## src/rtl/down_count_timer_if.sv

```systemverilog
// Control/status bundle of the loadable down-count timer.
// Signal suffixes are relative to the timer: _i driven by the master, _o by the timer.
interface down_count_timer_if #(
   parameter int WIDTH = 4
);
   logic             load_i;
   logic [WIDTH-1:0] din_i;
   logic             start_i;
   logic             stop_i;
   logic             en_i;
   logic [WIDTH-1:0] q_o;
   logic             busy_o;
   logic             done_o;
   logic             tc_o;

   modport master (
      output load_i, din_i, start_i, stop_i, en_i,
      input  q_o, busy_o, done_o, tc_o
   );

   modport slave (
      input  load_i, din_i, start_i, stop_i, en_i,
      output q_o, busy_o, done_o, tc_o
   );
endinterface

```

## src/rtl/down_count_timer.sv

```systemverilog
// Loadable down counter with IDLE/RUN/DONE control and a one-cycle terminal-count pulse.
// Optional DOWN_COUNT_TIMER_AUTO_RELOAD_EN: reload and keep running at terminal count.
//
// state  | meaning
// S_IDLE | loaded or stopped, waiting for start
// S_RUN  | counting down on each en tick
// S_DONE | reached zero; start reloads and restarts
module down_count_timer #(
   parameter int WIDTH = 4
) (
   input logic               clk,
   input logic               rst,
   down_count_timer_if.slave bus
);
   typedef enum logic [1:0] {
      S_IDLE = 2'd0,
      S_RUN  = 2'd1,
      S_DONE = 2'd2
   } state_t;

   state_t           state_q, state_d;
   logic [WIDTH-1:0] cnt_q, cnt_d;
   logic [WIDTH-1:0] reload_q, reload_d;
   logic             tc_q, tc_d;
   logic             busy_q, done_q;

   always_comb begin
      state_d  = state_q;
      cnt_d    = cnt_q;
      reload_d = reload_q;
      tc_d     = 1'b0;
      if (bus.load_i) begin
         cnt_d    = bus.din_i;
         reload_d = bus.din_i;
         state_d  = S_IDLE;
      end else if (bus.stop_i && (state_q == S_RUN)) begin
         state_d = S_IDLE;
      end else begin
         unique case (state_q)
            S_IDLE: begin
               if (bus.start_i) begin
                  if (cnt_q != '0) begin
                     state_d = S_RUN;
                  end else begin
                     tc_d    = 1'b1;
                     state_d = S_DONE;
                  end
               end
            end
            S_DONE: begin
               if (bus.start_i) begin
                  cnt_d = reload_q;
                  if (reload_q != '0) state_d = S_RUN;
                  else                tc_d    = 1'b1;
               end
            end
            S_RUN: begin
               // cnt_q is never zero in RUN; the guard only keeps the count from wrapping
               if (bus.en_i && (cnt_q != '0)) begin
                  if (cnt_q == WIDTH'(1)) begin
                     tc_d = 1'b1;
`ifdef DOWN_COUNT_TIMER_AUTO_RELOAD_EN
                     if (reload_q != '0) begin
                        cnt_d = reload_q;
                     end else begin
                        cnt_d   = '0;
                        state_d = S_DONE;
                     end
`else
                     cnt_d   = '0;
                     state_d = S_DONE;
`endif
                  end else begin
                     cnt_d = cnt_q - WIDTH'(1);
                  end
               end
            end
            default: state_d = S_IDLE;
         endcase
      end
   end

   always_ff @(posedge clk or posedge rst) begin
      if (rst) begin
         state_q  <= S_IDLE;
         cnt_q    <= '0;
         reload_q <= '0;
         tc_q     <= 1'b0;
         busy_q   <= 1'b0;
         done_q   <= 1'b0;
      end else begin
         state_q  <= state_d;
         cnt_q    <= cnt_d;
         reload_q <= reload_d;
         tc_q     <= tc_d;
         busy_q   <= (state_d == S_RUN);
         done_q   <= (state_d == S_DONE);
      end
   end

   assign bus.q_o    = cnt_q;
   assign bus.busy_o = busy_q;
   assign bus.done_o = done_q;
   assign bus.tc_o   = tc_q;
endmodule

```

## src/flat_wrapper.sv

```systemverilog
// flat-port wrapper written by rule: the top's interface ports become plain ports
module down_count_timer_flat 
#(
   parameter int WIDTH = 4
)
  (clk, rst, bus_load_i, bus_din_i, bus_start_i, bus_stop_i, bus_en_i, bus_q_o, bus_busy_o, bus_done_o, bus_tc_o);
  down_count_timer_if #(.WIDTH(WIDTH)) bus_i ();
  input logic clk;
  input logic rst;
  input wire logic [$bits(bus_i.load_i)-1:0] bus_load_i;
  input wire logic [$bits(bus_i.din_i)-1:0] bus_din_i;
  input wire logic [$bits(bus_i.start_i)-1:0] bus_start_i;
  input wire logic [$bits(bus_i.stop_i)-1:0] bus_stop_i;
  input wire logic [$bits(bus_i.en_i)-1:0] bus_en_i;
  output wire logic [$bits(bus_i.q_o)-1:0] bus_q_o;
  output wire logic [$bits(bus_i.busy_o)-1:0] bus_busy_o;
  output wire logic [$bits(bus_i.done_o)-1:0] bus_done_o;
  output wire logic [$bits(bus_i.tc_o)-1:0] bus_tc_o;
  assign bus_i.load_i = bus_load_i;
  assign bus_i.din_i = bus_din_i;
  assign bus_i.start_i = bus_start_i;
  assign bus_i.stop_i = bus_stop_i;
  assign bus_i.en_i = bus_en_i;
  assign bus_q_o = bus_i.q_o;
  assign bus_busy_o = bus_i.busy_o;
  assign bus_done_o = bus_i.done_o;
  assign bus_tc_o = bus_i.tc_o;
  down_count_timer #(.WIDTH(WIDTH)) u_core (.clk(clk), .rst(rst), .bus(bus_i));
endmodule
```

## config.mk

```make
export PLATFORM = sky130hd
export DESIGN_NAME = down_count_timer_flat
export DESIGN_NICKNAME = d
export VERILOG_FILES = /design/src/rtl/down_count_timer_if.sv /design/src/rtl/down_count_timer.sv /design/src/flat_wrapper.sv
export SDC_FILE = /design/constraint.sdc
export NUM_CORES = 1
export LEC_CHECK = 0
export CAP_MARGIN = 20
export CORE_MARGIN = 2
export CORE_UTILIZATION = 51
export CTS_CLUSTER_DIAMETER = 120
export DETAILED_ROUTE_END_ITERATION = 10
export GPL_TIMING_DRIVEN = 0
export PLACE_DENSITY = 0.84
export SETUP_SLACK_MARGIN = 0.4
export SLEW_MARGIN = 25
export SYNTH_ARGS = -nofsm -noshare
export SYNTH_HDL_FRONTEND = slang
export SYNTH_SLANG_ARGS = --single-unit
```

## constraint.sdc

```tcl
create_clock -name clk -period 4.1 [get_ports clk]
set_input_delay 1.23 -clock clk [delete_from_list [all_inputs] [get_ports clk]]
set_output_delay 1.23 -clock clk [all_outputs]
set_load 0.005 [all_outputs]
```

# == Word level (Yosys, flattened, before mapping) ==
# Cells that the tools add are included.
# totals
word_cells,46
out_inout_bits,7
in_bits,10
reg_bits,13
# op_classes
n_eq_ne,8
mux,24
n_addsub,1
reduce_logical,7
# op_table
cell,n
4-bit 2-to-1 mux,5
2-bit 2-to-1 mux,8
1-bit 2-to-1 mux,8
4-bit one-hot mux with 2 select lines,1
4-bit nonzero test,2
3-bit inequality test (second input constant),2
2-bit one-hot mux with 3 select lines,1
2-bit by 1-bit == test with 1-bit output (second input constant),2
2-bit == test (second input constant),2
4-bit by 1-bit == test with 1-bit output (second input constant),1
4-bit AND reduction,1
4-bit by 1-bit subtractor with 4-bit output (second input constant),1
1-bit one-hot mux with 3 select lines,1
3-bit nonzero test,1
1-bit logical AND,2
2-bit logical NOT,1
2-bit inequality test (second input constant),1

# == Longest topological paths before layout ==
# Gate-level depths: netlist (run 1).
# depth
ltp_word,7
mapped_depth,6
mapped_depth_nobuf,6

# == Worst setup path before layout (run 1) ==
# OpenSTA, ideal clock, no wires.
# synth_timing
path_kind,input to register
startpoint,in bus_stop_i
endpoint,"reg u_core.cnt_q[1], in the netlist u_core.bus.q_o[1]"
path_slack_ns,1.812
cell_stages,3
t_required_ns,3.975
t_arrival_ns,2.163
setup_ns,0.125
path_buffers,0
cell_sequence,and2b_2 a311oi_4 mux2_4
# synth_via
elab_chain_cells,3
# synth_lines
item,line,rtl
from (decl),flat_wrapper.sv:13,input wire logic [$bits(bus_i.stop_i)-1:0] bus_stop_i;
1-bit logical AND,down_count_timer.sv:36,end else if (bus.stop_i && (state_q == S_RUN)) begin
2-bit inequality test (no line),n/a,
4-bit AND reduction (no line),n/a,
to (signal assigned),down_count_timer.sv:93,cnt_q <= cnt_d;
to (decl),down_count_timer.sv:22,"logic [WIDTH-1:0] cnt_q, cnt_d;"
# No other way between the ends.
# A chain may end at the register's enable or synchronous reset.

# == Worst setup path in the final report (run 1) ==
# layout_timing
startpoint,in bus_load_i
endpoint,"reg u_core.cnt_q[3], in the netlist u_core.bus.q_o[3]"
# layout_via
elab_chain_cells,2
word_cells_on_any_way,6
cone_classes,eq/ne (3); mux (1); reduce/logical (2)
# layout_lines
item,line,rtl
from (decl),flat_wrapper.sv:10,input wire logic [$bits(bus_i.load_i)-1:0] bus_load_i;
"3-bit inequality test (no line), or another cell as far along",n/a,
4-bit AND reduction (no line),n/a,
# Several ways; a longest one is shown, not always the timed one.

==> metrics.txt, run 1 <==
outcome=finished, final reports clean; cell chain of the critical path=clkdlybuf4s50_1 -> nor3b_1 -> a222oi_1 -> o22ai_1; Flop pwr share=0.444; Reg-to-Reg Start=u_core.bus.q_o[0]; detailed-route vias per instance=5.58; count of buffering cells on the critical path with inverters included=1; RSZ-0062 raised after global routing=no; final setup violating endpoints=0; fraction of power spent switching nets=0.313; post-synthesis cell type count=27; commonest cells after routing, fill and taps aside=16 x sky130_fd_sc_hd__clkdlybuf4s50_1, 13 x sky130_fd_sc_hd__dfrtp_1, 7 x sky130_fd_sc_hd__inv_1, 7 x sky130_fd_sc_hd__a21oi_1; total power divided by cell area=402 nW/µm²; overall power of the completed layout=376 µW; Routed WL per cell=13.2 µm; number of cell rows=13; via total after detailed routing=575; Leakage=0.000404 µW; global-route wire length before repair=2300 µm; worst hold slack across all endpoints=0.541 ns; critical path depth in cells=4; Port Buffer Count=16; GRT Residual Overflow=0; Worst path slowest cell=sky130_fd_sc_hd__nor3b_1; max-cap violations=0; number of clock buffers inserted by TritonCTS=3; Netlist Area Pre-Place=732 µm²; Core Box Area=1320 µm²; final non-filler cell total=103; relative slew slack=0.582; max frequency=398 MHz; maximum number of pins on one net before global-route repair=14; Hold Vio Cnt, Final=0; Filler cells=94; combinational group share of total power=0.342; endpoint type of the worst setup path=register; Post-DP HPWL=1070 µm; Layout Nets=101; number of antenna violations at the first check in global routing=0; width of the die=41.9 µm; Detail Route Antenna Nets=0; Setup crit start kind=primary input; net switching power=118 µW; clock network power share=0.214; peak per-stage delay on the critical path=0.59 ns; leading cell type in the layout, fill and taps excluded=sky130_fd_sc_hd__clkdlybuf4s50_1; Initial Utilization=0.556; destination of the worst register-to-register timing path=u_core.bus.q_o[1]; via count of the first global-routing pass=511; number of hold-repair buffers added at the cts stage=0; antenna diode count=0; DRC violation total after the first TritonRoute iteration=41; peak fanout along the critical path=5; source-to-sink clock delay at the later pin of the worst-skew pair=0.28 ns; CP Class=in -> reg; nets in the synthesized netlist=80; total iterations of the first detailed-routing run=7; post-synthesis instance total=68; final clock period utilization by the worst path=0.613; worst supply voltage drop on vdd=0.225 mV; proportion of synthesized chip area in sequential cells=0.444; placed instance count=99; max-slew violation count=0; slack of the worst reg-to-reg path=2.18 ns; Top Family by Delay on Critical Path=simple AND/OR/NAND/NOR gates; end point of the critical path=u_core.bus.q_o[3]; Clk pin slew, worst setup/hold paths=0.08 ns; # DRC=0; die extent in y=41.9 µm; Final Routed Wirelength=1360 µm; flop and latch count out of synthesis=13; number of buffers added for setup after CTS=0; count of H-tree levels built during CTS=1; internal power consumption=259 µW; I/O pin cnt=17; total die area=1750 µm²; clock tree from TritonCTS=built; Worst Skew=0.00244 ns; Final TNS setup=0 ns; mean instance size in the synthesized netlist=10.8 µm²; slew at the pin closest to its max-slew limit=0.625 ns; global-route usage over all layers=0.177; Max Root-Sink Buffers=2; Crit path required time=4.30 ns; Placer Congestion=0.802; area added between synthesis and finish=28.0%; fraction of layout cells with a size suffix above 1=0.170; clk root buf=sky130_fd_sc_hd__clkbuf_4; time the worst path needs with I/O delays and setup=2.51 ns; R2R cell count=5; number of clock sinks=13; Hold WC Path Type=reg -> reg; Post-CTS Resized=0; CP Launch Point=bus_load_i; arrival time worst endpoint=2.71 ns; Synth Warn #=0
-- state kept, by name (all words and copies together) (netlist names) --
register and cells:
u_core.bus.busy_o 1, u_core.bus.done_o 1, u_core.state_q 2, u_core.reload_q 4, u_core.bus.q_o 4, u_core.bus.tc_o 1
-- power by group through the flow --
| stage | sequential [µW] | clock (µW) | combinational, µW |
|---|---|---|---|
| 3_5_place_dp | 170 | 0 | 129 |
| 6_report | 167 | 80.4 | 129 |
| 5_1_grt | 170 | 87.6 | 144 |
| 2_1_floorplan | 167 | 0 | 78.6 |
| 3_3_place_gp | 168 | 0 | 127 |
| 4_1_cts | 167 | 82.6 | 130 |
-- logic make-up (layout without fill, tap and decap cells) --
kind of cell / Yosys count / after routing / share of synthesized area
and+or+nand+nor: 21 / 21 / 0.193
AOI/OAI and AO/OA: 18 / 18 / 0.181
DFF: 13 / 13 / 0.444
buffers and inverters: 8 / 28 / 0.0513
muxes: 6 / 6 / 0.0957
adders and majority gates: 2 / 2 / 0.0342
-- metal layers --
| metal | up-vias | part of all wire | GRT usage |
|---|---|---|---|
| met4 | 0 | 0.021 | 0.0968 |
| met3 | 5 | 0.050 | 0.0522 |
| met5 | - | 0 | 0 |
| met1 | 264 | 0.49 | 0.238 |
| met2 | 15 | 0.44 | 0.253 |
| li1 | 291 | - | - |
-- synthesized netlist by cell type (all sizes together) --
cell type / instances / share of area
buf: 1 / 0.015
a22oi: 1 / 0.010
a21oi: 7 / 0.048
o22ai: 2 / 0.017
nand3: 1 / 0.0068
a311oi: 1 / 0.036
nand3b: 1 / 0.010
a31oi: 1 / 0.0086
a222oi: 3 / 0.041
nor3b: 3 / 0.031
nand2b: 2 / 0.017
and4: 1 / 0.012
and3b: 1 / 0.014
mux2: 5 / 0.082
o21ai: 3 / 0.021
or3b: 1 / 0.015
or3: 1 / 0.010
inv: 7 / 0.036
or4: 1 / 0.010
mux2i: 1 / 0.014
nor2: 4 / 0.021
dfrtp: 13 / 0.44
nand2: 3 / 0.015
nor2b: 1 / 0.019
ha: 2 / 0.034
and2b: 1 / 0.012
-- cell type report --
type | instances | area (µm²) | area share
inverters | 7 | 26.3 | 0.0280
repair buffers | 16 | 160 | 0.171
well taps | 15 | 18.8 | 0.0200
plain buffers | 1 | 11.3 | 0.0120
clock buffers | 4 | 26.3 | 0.0280
flip-flops and latches | 13 | 325 | 0.347
multi-input cells | 47 | 369 | 0.394
-- worst min path at each step --
stage,start,endpoint,slack [ns],depth (start not counted)
floorplan,u_core.reload_q[2],u_core.reload_q[2],0.50,1
global placement,u_core.reload_q[3],u_core.reload_q[3],0.52,1
detailed placement,u_core.reload_q[2],u_core.reload_q[2],0.52,1
CTS,u_core.reload_q[2],u_core.reload_q[2],0.54,1
global route,u_core.reload_q[2],u_core.reload_q[2],0.57,1
finish,u_core.reload_q[2],u_core.reload_q[2],0.54,1
-- worst reg2reg max path, cell delays in order, from the launching register on --
cell                       delay (ns)
sky130_fd_sc_hd__dfrtp_1         0.41
sky130_fd_sc_hd__inv_1           0.11
sky130_fd_sc_hd__ha_1            0.20
sky130_fd_sc_hd__or3b_4          0.41
sky130_fd_sc_hd__a311oi_4        0.36
sky130_fd_sc_hd__mux2_4          0.33
-- stage by stage --
| step | area [µm²] | utilization | setup WS, ns |
|---|---|---|---|
| after detailed placement | 911 | 0.691 | 1.28 |
| final | 937 | 0.711 | 1.59 |
| after global routing | 937 | 0.711 | 1.51 |
| after floorplan | 732 | - | 1.81 |
| after CTS | 937 | 0.711 | 1.59 |
| after global placement | 911 | 0.691 | 1.29 |
Power figures use the tool's default switching activity.
==> run 2: changes to the inputs <==
Settings changed: CORE_UTILIZATION 51 to 47, PLACE_DENSITY 0.84 to 0.79.
Clock period 4.1 ns to 2.45 ns, I/O delays scaled along.
==> run 2 against run 1 <==
  * Final cell count increased by 1.9%
  * Clock power increased by 69%
  * Non-clock buffer count is 1 higher
  * Total power up 70%
  * Wire length is 4.8% higher
  * Setup slack got worse by 1.1 ns
  * Combinational power rose by 72%
  * Sequential power rose by 68%
  * Via count up 6.1%
  * Worst hold slack got worse by 0.0018 ns
  * Critical path depth unchanged
  * Largest power group unchanged
==> metrics.txt, run 2 (synthesized netlist as in run 1, its figures left out) <==
number of antenna violations at the first check in global routing=0; fraction of layout cells with a size suffix above 1=0.213; Sequential cell area=327 µm²; Worst path slowest cell=sky130_fd_sc_hd__clkdlybuf4s50_1; Post-DP HPWL=1090 µm; source-to-sink clock delay at the later pin of the worst-skew pair=0.28 ns; global-route wire length before repair=2390 µm; worst supply voltage drop on vdd=0.357 mV; count of H-tree levels built during CTS=1; Filler cells=112; Clk pin slew, worst setup/hold paths=0.08 ns; Placer Congestion=0.793; hold path cells=1; Port Buffer Count=16; I/O pin cnt=17; internal power consumption=437 µW; Leakage=0.000409 µW; via total after detailed routing=610; global-route usage over all layers=0.175; max frequency=504 MHz; slew at the pin closest to its max-slew limit=0.498 ns; count of buffering cells on the critical path with inverters included=1; net switching power=203 µW; worst setup timing slack at the placement stage=0.125 ns; Placed Area=912 µm²; Layout Utilization=0.639; clock network power share=0.213; area added between synthesis and finish=30.1%; peak per-stage delay on the critical path=0.43 ns; antenna diode count=0; R2R cell count=5; time the worst path needs with I/O delays and setup=1.99 ns; arrival time worst endpoint=2.16 ns; # DRC=0; Flop pwr share=0.439; GRT Residual Overflow=0; RSZ-0062 raised after global routing=no; total power divided by cell area=672 nW/µm²; die extent in y=43.5 µm; via count of the first global-routing pass=540; Final Routed Wirelength=1430 µm; post-route cell area=952 µm²; number of clock buffers inserted by TritonCTS=3; Layout Nets=102; fraction of power spent switching nets=0.317; Top Family by Delay on Critical Path=buffers and inverters; total die area=1890 µm²; Setup crit start kind=primary input; final setup violating endpoints=0; final clock period utilization by the worst path=0.810; width of the die=43.5 µm; clk root buf=sky130_fd_sc_hd__clkbuf_4; Max Root-Sink Buffers=2; max-slew violation count=0; outcome=finished, final reports clean; clock tree from TritonCTS=built; Hold WC Path Type=reg -> reg; commonest cells after routing, fill and taps aside=16 x sky130_fd_sc_hd__clkdlybuf4s50_1, 12 x sky130_fd_sc_hd__dfrtp_1, 7 x sky130_fd_sc_hd__a21oi_1, 6 x sky130_fd_sc_hd__inv_1; detailed-route vias per instance=5.81; critical path depth in cells=4; leading cell type in the layout, fill and taps excluded=sky130_fd_sc_hd__clkdlybuf4s50_1; CP Class=in -> reg; worst hold slack across all endpoints=0.539 ns; Final TNS setup=0 ns; number of cell rows=14; total iterations of the first detailed-routing run=5; combinational group share of total power=0.348; peak fanout along the critical path=6; DRC violation total after the first TritonRoute iteration=18; Initial Utilization=0.492; Routed WL per cell=13.6 µm; Crit path required time=2.63 ns; Core Box Area=1490 µm²; maximum number of pins on one net before global-route repair=14; relative slew slack=0.668; cell chain of the critical path=clkdlybuf4s50_1 -> and3b_2 -> a311oi_4 -> mux2_4; Worst Skew=0.00380 ns; Hold Vio Cnt, Final=0; Detail Route Antenna Nets=0; number of clock sinks=13; post-layout worst setup margin=0.465 ns; max-cap violations=0; endpoint type of the worst setup path=register; multi-input combinational cell area=374 µm²
==> run 2: path summary, 6_finish.rpt <==
| path | end | from | slack (ns) |
|---|---|---|---|
| max in group asynchronous | u_core.bus.q_o[2] | rst | 1.32 |
| worst max register to register | u_core.bus.q_o[1] | u_core.bus.q_o[1] | 0.47 |
| worst min register to register | u_core.reload_q[3] | u_core.reload_q[3] | 0.54 |
| worst max-delay path | u_core.bus.q_o[1] | bus_start_i | 0.46 |
| worst min-delay path | u_core.reload_q[3] | u_core.reload_q[3] | 0.54 |
| min in group asynchronous | u_core.bus.q_o[3] | rst | 0.77 |
==> run 2: power groups by stage <==
stage / registers, µW / clock network (µW) / logic [µW]
2_1_floorplan: 279 / 0 / 132
3_3_place_gp: 282 / 0 / 213
3_5_place_dp: 284 / 0 / 217
4_1_cts: 279 / 139 / 218
5_1_grt: 286 / 145 / 244
6_report: 281 / 136 / 222
==> run 2: area by class of cell <==
type                    count  share of cell area
inverters                   7              0.0276
multi-input cells          47               0.393
well taps                  16              0.0210
plain buffers               1              0.0118
clock buffers               4              0.0276
repair buffers             17               0.176
flip-flops and latches     13               0.343
==> run 2: repair_timing <==
action	CTS	global route
setup endpoints to repair	0	5
setup buffers	0	1
hold buffers	0	0
resized for setup	0	3
==> run 2: per-layer routing <==
layer | share of wire | vias up | GRT usage
met2 | 0.47 | 16 | 0.266
li1 | - | 296 | -
met3 | 0.024 | 5 | 0.0250
met4 | 0.031 | 0 | 0.127
met5 | 0 | - | 0
met1 | 0.47 | 293 | 0.227
==> run 2: through the flow <==
stage	total power (µW)	cells
floorplan	411	68
finish	640	105
detailed placement	501	100
CTS	636	104
global placement	495	100
global route	675	105
==> edit (config.mk and constraints of run 2) <==
Add a define of `DOWN_COUNT_TIMER_AUTO_RELOAD_EN`.
--- a/src/rtl/down_count_timer.sv
+++ b/src/rtl/down_count_timer.sv
@@ -5,6 +5,8 @@
 // S_IDLE | loaded or stopped, waiting for start
 // S_RUN  | counting down on each en tick
 // S_DONE | reached zero; start reloads and restarts
+`define DOWN_COUNT_TIMER_AUTO_RELOAD_EN
+
 module down_count_timer #(
    parameter int WIDTH = 4
 ) (
Function: changed (Yosys sat finds a counterexample within 4 cycles, from zero or initial values and one cycle with rst high).
==> edit against run 2 <==
Count of clock-buffer cells in the layout did not move. Global-route usage rose by 3.3 points. Total power fell by 6.8%. Non-clock buffer count increased by 5. Critical path depth shrank 3. Via count is 23% higher. Sequential cell count unchanged. Final area is 13% higher. Die area is 6.0% higher. Setup slack got worse by 0.049 ns. Combinational power decreased by 13%. Synthesized area increased by 6.7%. Wire length is 33% higher. Critical path type is now flop to output pin. Largest cell class unchanged.
==> edit: results (changes against run 2) <==
[clock_network]
clk_latency_ns=0.28  ; about the same
cts_buffer_depth=2  ; unchanged
cts_made_buffers=3  ; unchanged
path_clk_slew_ns=0.08  ; about the same
cts.htree.levels=1  ; unchanged
cts-root-buf=clkbuf_4  ; unchanged

[place]
dpl.hpwl_mm=1.31  ; was 1.09 mm
place_worst_setup_slack_ns=0.146  ; was 0.125 ns
gp_congestion=0.831  ; was 0.793
placed_cells=114  ; was 100
place_area_um2=951  ; was 912 um2
portBuffers=15  ; was 16

[cells_and_area]
nClkBuffers=4  ; unchanged
n_antenna_cell=0  ; unchanged
area_share_nonclk_buffers=0.189  ; was 0.188
multi_input_gates=58  ; was 47
nets=120  ; was 102
fill_cells=125  ; was 112
areaGrowthSynthToFinish_pct=37.7  ; was 30.1%
clkCellAreaFrac=0.0244  ; was 0.0276
regArea_um2=327  ; unchanged
n_all_buffers=23  ; was 18
multi_input_area_share=0.437  ; was 0.393
seq_cells=13  ; unchanged
nNonClkInverters=8  ; was 7
drive_gt1_frac=0.217  ; was 0.213

[yosys]
ys.flop_type=dfrtp_1  ; unchanged
synth_area_leaders=dfrtp_1 42%, ha_1 4.8%, a21oi_1 3.8%  ; was dfrtp_1 44%, mux2_2 6.2%, a21oi_1 4.8%
async_reset_ff_frac=1.00  ; unchanged
postSynthCellCount=83  ; was 68
synth_common_cells=13 x dfrtp_1, 8 x inv_1, 6 x a21oi_1  ; was 13 x dfrtp_1, 7 x a21oi_1, 7 x inv_1
yosys.cell_types.count=30  ; was 27
seq_area_frac_synth=0.417  ; was 0.444
synth_nets=96  ; was 80
ys_warn_count=0  ; unchanged

[route]
routed_wl_mm=1.90  ; was 1.43 mm
dr.pass1.iters=4  ; was 5
drt_iter0_drc=29  ; was 18
vias=752  ; was 610
via_per_inst=6.16  ; was 5.81

[status]
outcome=completed  ; unchanged

[setup_path]
critPathMaxStageDelay_ns=0.55  ; was 0.43 ns
critPathTopFamily=buffers and inverters  ; unchanged
crit_fanout=6  ; unchanged
crit_slowest_cell=clkdlybuf4s50_1  ; unchanged

[power]
ir_drop_v=0.000384  ; was 0.000357 V
cellLeakagePower_nw=0.441  ; was 0.409 nW
p_total_mw=0.596  ; was 0.640 mW

[global_routing]
grt_pass1_wl_mm=3.06  ; was 2.39 mm
grt_usage=0.208  ; was 0.175
antenna_found_initial=0  ; unchanged
grt_pass1_vias=667  ; was 540
grt_max_degree=14  ; unchanged

[die]
taps=16  ; unchanged

[sta]
worst_pin_slew_ns=0.505  ; was 0.498 ns
finClkSkew_ns=0.00153  ; was 0.00380 ns
maxSlewViolCount=0  ; unchanged

[hold_path]
hp-class=flop to flop  ; unchanged

## edit: changes by cell type in the layout (fill, tap and decap cells not counted), sizes merged, moves of 3 or more
cell and change:
mux2 -5, nor3 +5, a211o +3, a222oi -3
buf +3, clkbuf +3, o31ai +3
## edit: layer usage
metal	vias to the layer above	GRT usage	share of wire
met3	2	0.0240	0.055
met1	364	0.299	0.43
li1	353	-	-
met2	33	0.333	0.51
met4	0	0.0545	0.0042
met5	-	0	0
## edit: path summary, 6_finish.rpt
path	slack, ns	startpoint	endpoint	cells past startpoint
min	0.56	u_core.reload_q[1]	u_core.reload_q[1]	2
min in group asynchronous	0.78	rst	u_core.reload_q[1]	2
max in group asynchronous	1.31	rst	u_core.bus.q_o[2]	2
min reg2reg	0.56	u_core.reload_q[1]	u_core.reload_q[1]	2
max	0.42	u_core.bus.q_o[3]	bus_q_o[3]	1
max reg2reg	0.42	u_core.bus.q_o[1]	u_core.bus.busy_o	7
## edit: cells by family after synthesis
logic type	synth area share
AND/OR/NAND/NOR	0.204
flip-flops	0.417
buffers and inverters	0.0673
XOR/XNOR	0.0224
multiplexers	0.0128
AO/OA/AOI/OAI	0.229
adder cells (fa/ha/maj)	0.0481
## edit: timing repair
action / in CTS / in global routing
hold buffers: 0 / 0
endpoints found under the hold margin: 0 / 0
resized for setup: 3 / 11
pin swaps: 3 / 4
setup buffers: 4 / 0
setup endpoints to repair: 2 / 8
## edit: report_power, final
| group | internal [mW] | total [mW] | switching (mW) | leakage, nW |
|---|---|---|---|---|
| Clock | 0.0631 | 0.136 | 0.0730 | 0.0150 |
| Sequential | 0.237 | 0.267 | 0.0294 | 0.162 |
| Combinational | 0.103 | 0.193 | 0.0905 | 0.264 |
